**config.mk**
```make
export PLATFORM = sky130hd
export DESIGN_NAME = mem_stage_ctrl
export DESIGN_NICKNAME = d
export VERILOG_FILES = /design/src/rtl/cpu_pipe_pkg.sv /design/src/rtl/mem_wait_timer.sv /design/src/rtl/mem_stage_ctrl.sv
export SDC_FILE = /design/constraint.sdc
export NUM_CORES = 1
export LEC_CHECK = 0
export ABC_CLOCK_PERIOD_IN_PS = 4300
export CORE_UTILIZATION = 40
export DETAILED_ROUTE_END_ITERATION = 8
export GPL_TIMING_DRIVEN = 0
export PLACE_DENSITY = 0.74
export SLEW_MARGIN = 30
export SYNTH_ARGS = -nofsm -noshare
export SYNTH_HDL_FRONTEND = slang
export SYNTH_SLANG_ARGS = --single-unit
```
**constraint.sdc**
```tcl
create_clock -name clock -period 4.3 [get_ports clock]
set_input_delay 0.43 -clock clock [delete_from_list [all_inputs] [get_ports clock]]
set_output_delay 0.43 -clock clock [all_outputs]
set_load 0.05 [all_outputs]
```
**src/rtl/cpu_pipe_pkg.sv**
```systemverilog
// Shared pipeline constants and the memory-stage state type.
package cpu_pipe_pkg;

  localparam int MEM_RD = 1;
  localparam int MEM_WR = 0;

  localparam int PC_W   = 16;
  localparam int WB_W   = 3;
  localparam int DEST_W = 3;
  localparam int PAD_W  = 16;

  typedef enum logic [1:0] {
    IDLE = 2'd0,
    REQ  = 2'd1,
    DONE = 2'd2
  } mem_state_e;

endpackage

```
**src/rtl/mem_wait_timer.sv**
```systemverilog
// Ready-wait counter for the memory stage; timeout marks the edge on which
// the count would reach MAX_WAIT.
module mem_wait_timer #(
  parameter int MAX_WAIT = 255
) (
  input  logic clock,
  input  logic reset,
  input  logic clr,
  input  logic en,
  output logic timeout
);

  localparam int CNT_W = $clog2(MAX_WAIT + 1);

  logic [CNT_W-1:0] cnt_q, cnt_d;

  always_comb begin
    cnt_d = cnt_q;
    if (clr)
      cnt_d = '0;
    else if (en)
      cnt_d = cnt_q + CNT_W'(1);
  end

  always_ff @(posedge clock or negedge reset) begin
    if (!reset)
      cnt_q <= '0;
    else
      cnt_q <= cnt_d;
  end

  assign timeout = en & ~clr & (cnt_q == CNT_W'(MAX_WAIT - 1));

endmodule

```
**src/rtl/mem_stage_ctrl.sv**
```systemverilog
// Memory-stage controller: performs loads/stores over a req/ready handshake,
// stalls upstream while an access is in flight, and holds the M/WB register.
module mem_stage_ctrl
  import cpu_pipe_pkg::*;
#(
  parameter int DATA_W   = 16,
  parameter int ADDR_W   = 16,
  parameter int MAX_WAIT = 255
) (
  input  logic              clock,
  input  logic              reset,
  input  logic [PC_W-1:0]   PC_plus1_in_M,
  input  logic [WB_W-1:0]   WB_in_M,
  input  logic [1:0]        Memory_in_M,
  input  logic [DATA_W-1:0] ALU_in_M,
  input  logic [DATA_W-1:0] Memory_data_write_in_M,
  input  logic [PAD_W-1:0]  Zero_pad_in_M,
  input  logic [DEST_W-1:0] Dest_in_M,
  input  logic              Valid_in_M,
  output logic              mem_req,
  output logic              mem_we,
  output logic [ADDR_W-1:0] mem_addr,
  output logic [DATA_W-1:0] mem_wdata,
  input  logic              mem_ready,
  input  logic [DATA_W-1:0] mem_rdata,
  output logic              Stall_M,
  output logic [PC_W-1:0]   PC_plus1_out_M_WB,
  output logic [WB_W-1:0]   WB_out_M_WB,
  output logic [DATA_W-1:0] Result_out_M_WB,
  output logic [PAD_W-1:0]  Zero_pad_out_M_WB,
  output logic [DEST_W-1:0] Dest_out_M_WB,
  output logic              Valid_out_M_WB,
  output logic              Bus_err
);

  mem_state_e        state_q, state_d;
  logic              mem_req_q, mem_req_d;
  logic              mem_we_q, mem_we_d;
  logic [ADDR_W-1:0] mem_addr_q, mem_addr_d;
  logic [DATA_W-1:0] mem_wdata_q, mem_wdata_d;
  logic [PC_W-1:0]   pc_q, pc_d;
  logic [WB_W-1:0]   wb_q, wb_d;
  logic [DATA_W-1:0] result_q, result_d;
  logic [PAD_W-1:0]  pad_q, pad_d;
  logic [DEST_W-1:0] dest_q, dest_d;
  logic              valid_q, valid_d;
  logic              bus_err_q, bus_err_d;
  logic [DATA_W-1:0] rdata_q, rdata_d;
  logic              abort_q, abort_d;
  logic              acc, illegal, timeout, in_req;

  assign acc     = Valid_in_M & ((Memory_in_M == 2'b10) | (Memory_in_M == 2'b01));
  assign illegal = Valid_in_M & (Memory_in_M == 2'b11);
  assign in_req  = (state_q == REQ);

  mem_wait_timer #(.MAX_WAIT(MAX_WAIT)) u_timer (
    .clock   (clock),
    .reset   (reset),
    .clr     (~in_req | mem_ready),
    .en      (in_req),
    .timeout (timeout)
  );

  always_comb begin
    state_d     = state_q;
    mem_req_d   = mem_req_q;
    mem_we_d    = mem_we_q;
    mem_addr_d  = mem_addr_q;
    mem_wdata_d = mem_wdata_q;
    pc_d        = pc_q;
    wb_d        = wb_q;
    result_d    = result_q;
    pad_d       = pad_q;
    dest_d      = dest_q;
    valid_d     = valid_q;
    bus_err_d   = 1'b0;
    rdata_d     = rdata_q;
    abort_d     = abort_q;
    case (state_q)
      IDLE: begin
        if (acc) begin
          mem_req_d   = 1'b1;
          mem_we_d    = Memory_in_M[MEM_WR];
          mem_addr_d  = ALU_in_M[ADDR_W-1:0];
          mem_wdata_d = Memory_data_write_in_M;
          valid_d     = 1'b0;
          state_d     = REQ;
        end else begin
          pc_d      = PC_plus1_in_M;
          wb_d      = WB_in_M;
          result_d  = ALU_in_M;
          pad_d     = Zero_pad_in_M;
          dest_d    = Dest_in_M;
          valid_d   = Valid_in_M & ~illegal;
          bus_err_d = illegal;
        end
      end
      REQ: begin
        // Ready wins over a timeout landing on the same edge.
        if (mem_ready) begin
          mem_req_d = 1'b0;
          if (!mem_we_q)
            rdata_d = mem_rdata;
          state_d = DONE;
        end else if (timeout) begin
          mem_req_d = 1'b0;
          abort_d   = 1'b1;
          state_d   = DONE;
        end
      end
      DONE: begin
        pc_d      = PC_plus1_in_M;
        wb_d      = WB_in_M;
        result_d  = mem_we_q ? ALU_in_M : rdata_q;
        pad_d     = Zero_pad_in_M;
        dest_d    = Dest_in_M;
        valid_d   = Valid_in_M & ~abort_q;
        bus_err_d = abort_q;
        abort_d   = 1'b0;
        state_d   = IDLE;
      end
      default: state_d = IDLE;
    endcase
  end

  always_ff @(posedge clock or negedge reset) begin
    if (!reset) begin
      state_q     <= IDLE;
      mem_req_q   <= 1'b0;
      mem_we_q    <= 1'b0;
      mem_addr_q  <= '0;
      mem_wdata_q <= '0;
      pc_q        <= '0;
      wb_q        <= '0;
      result_q    <= '0;
      pad_q       <= '0;
      dest_q      <= '0;
      valid_q     <= 1'b0;
      bus_err_q   <= 1'b0;
      rdata_q     <= '0;
      abort_q     <= 1'b0;
    end else begin
      state_q     <= state_d;
      mem_req_q   <= mem_req_d;
      mem_we_q    <= mem_we_d;
      mem_addr_q  <= mem_addr_d;
      mem_wdata_q <= mem_wdata_d;
      pc_q        <= pc_d;
      wb_q        <= wb_d;
      result_q    <= result_d;
      pad_q       <= pad_d;
      dest_q      <= dest_d;
      valid_q     <= valid_d;
      bus_err_q   <= bus_err_d;
      rdata_q     <= rdata_d;
      abort_q     <= abort_d;
    end
  end

  // Gated by reset so the stall drops the instant reset asserts.
  assign Stall_M = reset & (((state_q == IDLE) & acc) | in_req);

  assign mem_req           = mem_req_q;
  assign mem_we            = mem_we_q;
  assign mem_addr          = mem_addr_q;
  assign mem_wdata         = mem_wdata_q;
  assign PC_plus1_out_M_WB = pc_q;
  assign WB_out_M_WB       = wb_q;
  assign Result_out_M_WB   = result_q;
  assign Zero_pad_out_M_WB = pad_q;
  assign Dest_out_M_WB     = dest_q;
  assign Valid_out_M_WB    = valid_q;
  assign Bus_err           = bus_err_q;

endmodule

```
# Word level (Yosys, flattened, before mapping)
# Index checks and enable logic that the tools add are counted.
# Widths: inputs -> output; s select.
# classes
eq_ne	11
bitwise_logic	16
addsub	1
n_reduce_logical	11
muxes	28
# op_table
cell	count
$pmux 16 s2	3
$mux 16	4
$mux 8	2
$pmux 3 s2	2
$reduce_and 3->1	3
$add 8x1->8 const B	1
$and 1x1->1	8
$eq 8x8->1 const B	1
$ne 2x2->1 const B	4
$pmux 1 s2	4
$reduce_bool 2->1	4
$mux 1	7
$eq 2x2->1 const B	3
$mux 2	3
$mux 3	2
$reduce_and 2->1	3
$not 1->1	5
$eq 2x1->1 const B	2
$pmux 2 s2	1
$ne 3x3->1 const B	1
$or 1x1->1	3
$logic_not 2->1	1
# word_totals
out_inout_bits	91
ff_bits	117
input_bits	92
elab_cells	82

# Logic depth before layout (Yosys ltp)
# Gate-level depths: netlist (run 1).
# logic_depth
word_depth	9
ltp_mapped	7
mapped_depth_nobuf	5

# Hierarchy
# A second synthesis (run 1) with hierarchy kept.
# unflattened
cells_unflattened	309
hier_area_um2	4962.3
# by_module_without_submodules
module	area_per_inst_um2	cells_per_inst	instances	seq_area_each_um2
mem_stage_ctrl	4549.4	268	1	2727.6
mem_wait_timer	412.9	41	1	200.2

# Least setup slack after synthesis (run 1)
# No wires, ideal clock.
# synth_timing
kind	input-to-output
start	input port Memory_in_M[0]
end	output port Stall_M
n_path_buf	0
setup_slack_ns	1.900
required_time_ns	3.870
path_stages	3
t_arrival_ns	1.970
cell_sequence	ha_1 > a21oi_1 > nor3b_1
# synth_via
elab_chain_cells	6
elab_cells_between_ends	7
cone_classes	eq/ne: 2; bitwise: 5
# synth_rtl
element	line_no	rtl
from (decl)	mem_stage_ctrl.sv:14	input logic [1:0] Memory_in_M,
$eq 2x2->1 or $eq 2x1->1 (tied branches)	mem_stage_ctrl.sv:52	assign acc = Valid_in_M & ((Memory_in_M == 2'b10) | (Memory_in_M == 2'b01));
$or 1x1->1 *	mem_stage_ctrl.sv:52	
$and 1x1->1 *	mem_stage_ctrl.sv:52	
$and 1x1->1 *	mem_stage_ctrl.sv:161	assign Stall_M = reset & (((state_q == IDLE) & acc) | in_req);
$or 1x1->1 *	mem_stage_ctrl.sv:161	
$and 1x1->1 *	mem_stage_ctrl.sv:161	
to (decl)	mem_stage_ctrl.sv:26	output logic Stall_M,
# Every way passes the cells marked *; elsewhere a longest branch is shown, timed or not.

# Worst setup path after layout (run 1)
# layout_timing
start	input port reset
end	output port Stall_M
# layout_via
elab_chain_cells	1
# layout_rtl
element	line_no	rtl
from (decl)	mem_stage_ctrl.sv:11	input logic reset,
$and 1x1->1	mem_stage_ctrl.sv:161	
# Every way passes these cells.

==> results.yml, run 1 <==
floorplanning:
  start_util_pct: 41.2
  core_mm2: 0.0114
  die_w_um: 110
  die_h_um: 110
  io_pins: 183
  num_rows: 39
  die-area_mm2: 0.0122
clock_network:
  numCtsBuffers: 17
  h-tree-depth: 4
  path_clk_slew_ns: 0.05
  postCtsSetupBuffers: 0
  cts_tree: "done"
  cts-resized-gates: 0
  cts_buffer_depth: 2
  root_buffer: "clkbuf_16"
  holdBufCountCts: 1
  cts_sinks: 117
  clkLatencyLatePin_ns: 0.40
setup_path:
  required_ns: 3.87
  path_depth: 5
  cpPeakStageDelay_ns: 0.85
  cp_slowest_cell: "clkdlybuf4s50_1"
  crit_arrival_ns: 2.82
  cp-end-kind: "output port"
  r2r_start: "state_q[1]$_DFFE_PN0P_"
  endpoint: "Stall_M"
  crit_family: "buffers and inverters"
  rr_worst_depth: 5
  r2r_setup_slack_ns: 2.38
  cp-startpoint: "reset"
  startpoint_type: "primary input"
  crit_chain: "dlygate4sd3_1 -> buf_8 -> buf_16 -> nor3b_1 -> clkdlybuf4s50_1"
  worstSetupPathType: "primary input to output port"
  cp_num_buf_inv: 4
  r2r-end: "rdata_q[7]$_DFFE_PN0P_"
  cp_max_fo: 70
sta:
  tightest_slew_ns: 0.568
  slew_headroom_pct: 62.0
  fin_crit_sh_pct: 75.5
  clock_skew_ns: 0.00689
  fin_crit_ns: 3.25
  slew_viol_final: 0
  whs_ns: 0.492
  setup_ws_ns: 1.05
  setup_tns_ns: 0
  hold_viol_final: 0
  setup_viol: 0
  timing.fmax_mhz: 308
  rsz0062_at_grt: "false"
grt:
  track_usage_pct: 20.2
  grt_pass1_wl_um: 19100
  gr-total-overflow: 0
  grt.busiest_layer: "met2"
  antenna_found_initial: 0
  grt_use_met1_pct: 24.1
  use_met2_pct: 33.5
  gr-usage-met3_pct: 7.68
  grt_max_degree: 71
  grt_pass1_vias: 3594
placed_design:
  io_buffers: 182
  pre_cts_ws_ns: 1.51
  dpl.hpwl_um: 8420
  gp_congestion: 0.719
yosys:
  yosysSeqAreaShare_pct: 62.3
  syn_area_mm2: 0.00470
  yosys_register_bits: 117
  synth.area.top_cells: "dfrtp_1 (62%), mux2_2 (21%), a221o_1 (3.4%), nor4b_1 (3.0%), buf_6 (1.4%)"
  synthCells: 313
  synth_edf_count: 0
  synthArstFlopShare_pct: 100
  synth_top_area_cell: "dfrtp_1"
  synth-compound-area-share_pct: 5.24
  synth-simple-area-share_pct: 7.29
  postSynthAreaPerCell_um2: 15.0
  synth_top_area_share_pct: 62.3
  synth_xor_area_share_pct: 0.559
  ys_types: 34
  ys.warnings.count: 0
  synth-adder-area-share_pct: 0.798
  synth_top_family_by_area: "multiplexers"
  muxShareOfSynthArea_pct: 20.8
  synth-main-ff-cell: "dfrtp_1"
  synth_fp_nets: 408
final_layout:
  diodes: 0
  drive_above_1_share_pct: 25.5
  multi_input_area_mm2: 0.00163
  regArea_mm2: 0.00293
  nets: 611
  post-route-util_pct: 64.9
  fill_cells: 858
  syn_to_final_growth_pct: 57.5
hold_path:
  min_path_type: "flop to flop"
drt:
  routed_wl_um: 11600
  firstDrtPassIters: 5
  drt_iter0_markers: 144
  route.detailed.wl_per_inst_um: 17.3
  remaining_drc_errors: 0
  final_antenna_net_count: 0
  dr_total_vias: 3415
  vias_per_cell: 5.08
run_status:
  status: "finished clean"
power:
  vdd_drop_max_uv: 382
  powerDensity_mw_per_mm2: 709
  leakage_nw: 3.07
job:
  drv_cap: 0
[worst min-delay path by stage]
| stage | startpoint | end | slack, ns | depth (start not counted) |
|---|---|---|---|---|
| after global placement | Valid_out_M_WB$_DFFE_PN0P_ | Valid_out_M_WB$_DFFE_PN0P_ | 0.48 | 2 |
| after floorplan | reset | Bus_err$_DFF_PN0_ | 0.13 | 0 |
| after detailed placement | reset | mem_addr[5]$_DFFE_PN0P_ | 0.36 | 1 |
| final | Valid_out_M_WB$_DFFE_PN0P_ | Valid_out_M_WB$_DFFE_PN0P_ | 0.49 | 2 |
| after CTS | Valid_out_M_WB$_DFFE_PN0P_ | Valid_out_M_WB$_DFFE_PN0P_ | 0.50 | 2 |
| after global routing | Zero_pad_out_M_WB[15]$_DFFE_PN0P_ | Zero_pad_out_M_WB[15]$_DFFE_PN0P_ | 0.52 | 1 |
[final cells by class]
type	count	area share [%]
flip-flops and latches	117	39.5
repair buffers	184	25.2
multi-input cells	174	22.0
clock buffers	24	6.64
well taps	143	2.42
clock inverters	8	2.28
plain buffers	20	1.82
inverters	2	0.101
[registers in the layout, summed over array words and instances (netlist names), 2 cells and up]
name and count:
mem_wdata 16, u_timer.cnt_q 8, Result_out_M_WB 16, WB_out_M_WB 3
mem_addr 16, state_q 2, Zero_pad_out_M_WB 16, PC_plus1_out_M_WB 16
Dest_out_M_WB 3, rdata_q 16
[tightest hold or removal path, delay by kind of cell (launching register included)]
| family | cells | cell delay, ns |
|---|---|---|
| AND/OR/NAND/NOR | 1 | 0.05 |
| flip-flops | 1 | 0.34 |
| AO/OA/AOI/OAI | 1 | 0.07 |
[synth_stat cells, drive strengths merged, types with 3 or more instances]
cell type / instances
or3: 3
a221o: 16
nor2: 10
o21ai: 6
nor4b: 16
buf: 14
mux2: 87
clkbuf: 6
dfrtp: 117
ha: 3
nand3: 5
a21oi: 6
[layout by cell type (no fill, tap or decap), types with 2 or more instances in the layout]
master           count
nand2b_1             2
clkinv_2             2
clkbuf_8             4
inv_1                2
xor2_1               2
o21ai_0              6
a21oi_1              6
dfrtp_1            117
nor4b_1             16
nand2_1              2
ha_1                 3
a221o_1             16
nor2b_1              2
nor2_1              10
clkbuf_1             9
buf_2                6
clkdlybuf4s50_1    181
clkbuf_16           17
buf_4                2
mux2_2              86
nand3_1              5
bufinv_16            5
buf_6                6
or3_1                3
[power breakdown]
| group | switching, mW | internal [mW] |
|---|---|---|
| logic | 1.25 | 0.812 |
| clock network | 0.477 | 1.09 |
| registers | 0.187 | 1.43 |
| total | 1.92 | 3.33 |
[kinds of logic (layout without fill, tap and decap cells)]
family | count (synthesis) | count (layout)
AOI/OAI and AO/OA | 31 | 31
xor gates and xnor gates | 3 | 3
adders and majority gates | 3 | 3
buffers and inverters | 22 | 238
DFF | 117 | 117
muxes | 87 | 87
and+or+nand+nor | 50 | 50
[through the flow]
stage | instance area (um2) | instances | power [mW]
floorplan | 4700 | 313 | 2.95
CTS | 7410 | 672 | 5.29
global route | 7410 | 672 | 5.46
finish | 7410 | 672 | 5.25
global placement | 6700 | 638 | 3.66
detailed placement | 6740 | 639 | 3.71
[metal layers]
layer / vias up / part of all wire [%]
li1: 1558 / -
met3: 13 / 7.4
met5: - / 0
met1: 1706 / 42
met2: 138 / 50
met4: 0 / 1.4
(Power assumes the default switching activity.)
==> inputs of run 2 (changes only) <==
ABC_CLOCK_PERIOD_IN_PS = 3400   (was 4300)
clock period = 3.4 ns   (was 4.3 ns; I/O delays follow)
==> results of run 2 <==
The final DEF is identical to that of run 1. Status: finished clean.
Main changes from that run: setup slack after placement 1.51 ns -> 0.787 ns; setup slack after layout 1.05 ns -> 0.335 ns; hold slack 0.492 ns -> 0.435 ns; register-to-register setup slack 2.38 ns -> 1.48 ns; total power 5.25 mW -> 6.64 mW; worst IR drop on VDD 382 uV -> 483 uV
==> inputs of run 3 (changes only) <==
SKIP_CTS_REPAIR_TIMING = 1   (was default)
==> results of run 3 <==
The final DEF is identical to that of run 1. Status: finished clean.
Main changes from that run: setup slack after placement 1.51 ns -> 0.787 ns; wire length of the first global-routing pass 19100 um -> 19000 um; via count of the first global-routing pass 3594 -> 3588; met2 usage 33.5% -> 33.3%; setup slack after layout 1.05 ns -> 0.335 ns; hold slack 0.492 ns -> 0.435 ns; register-to-register setup slack 2.38 ns -> 1.48 ns; total power 5.25 mW -> 6.64 mW; worst IR drop on VDD 382 uV -> 483 uV
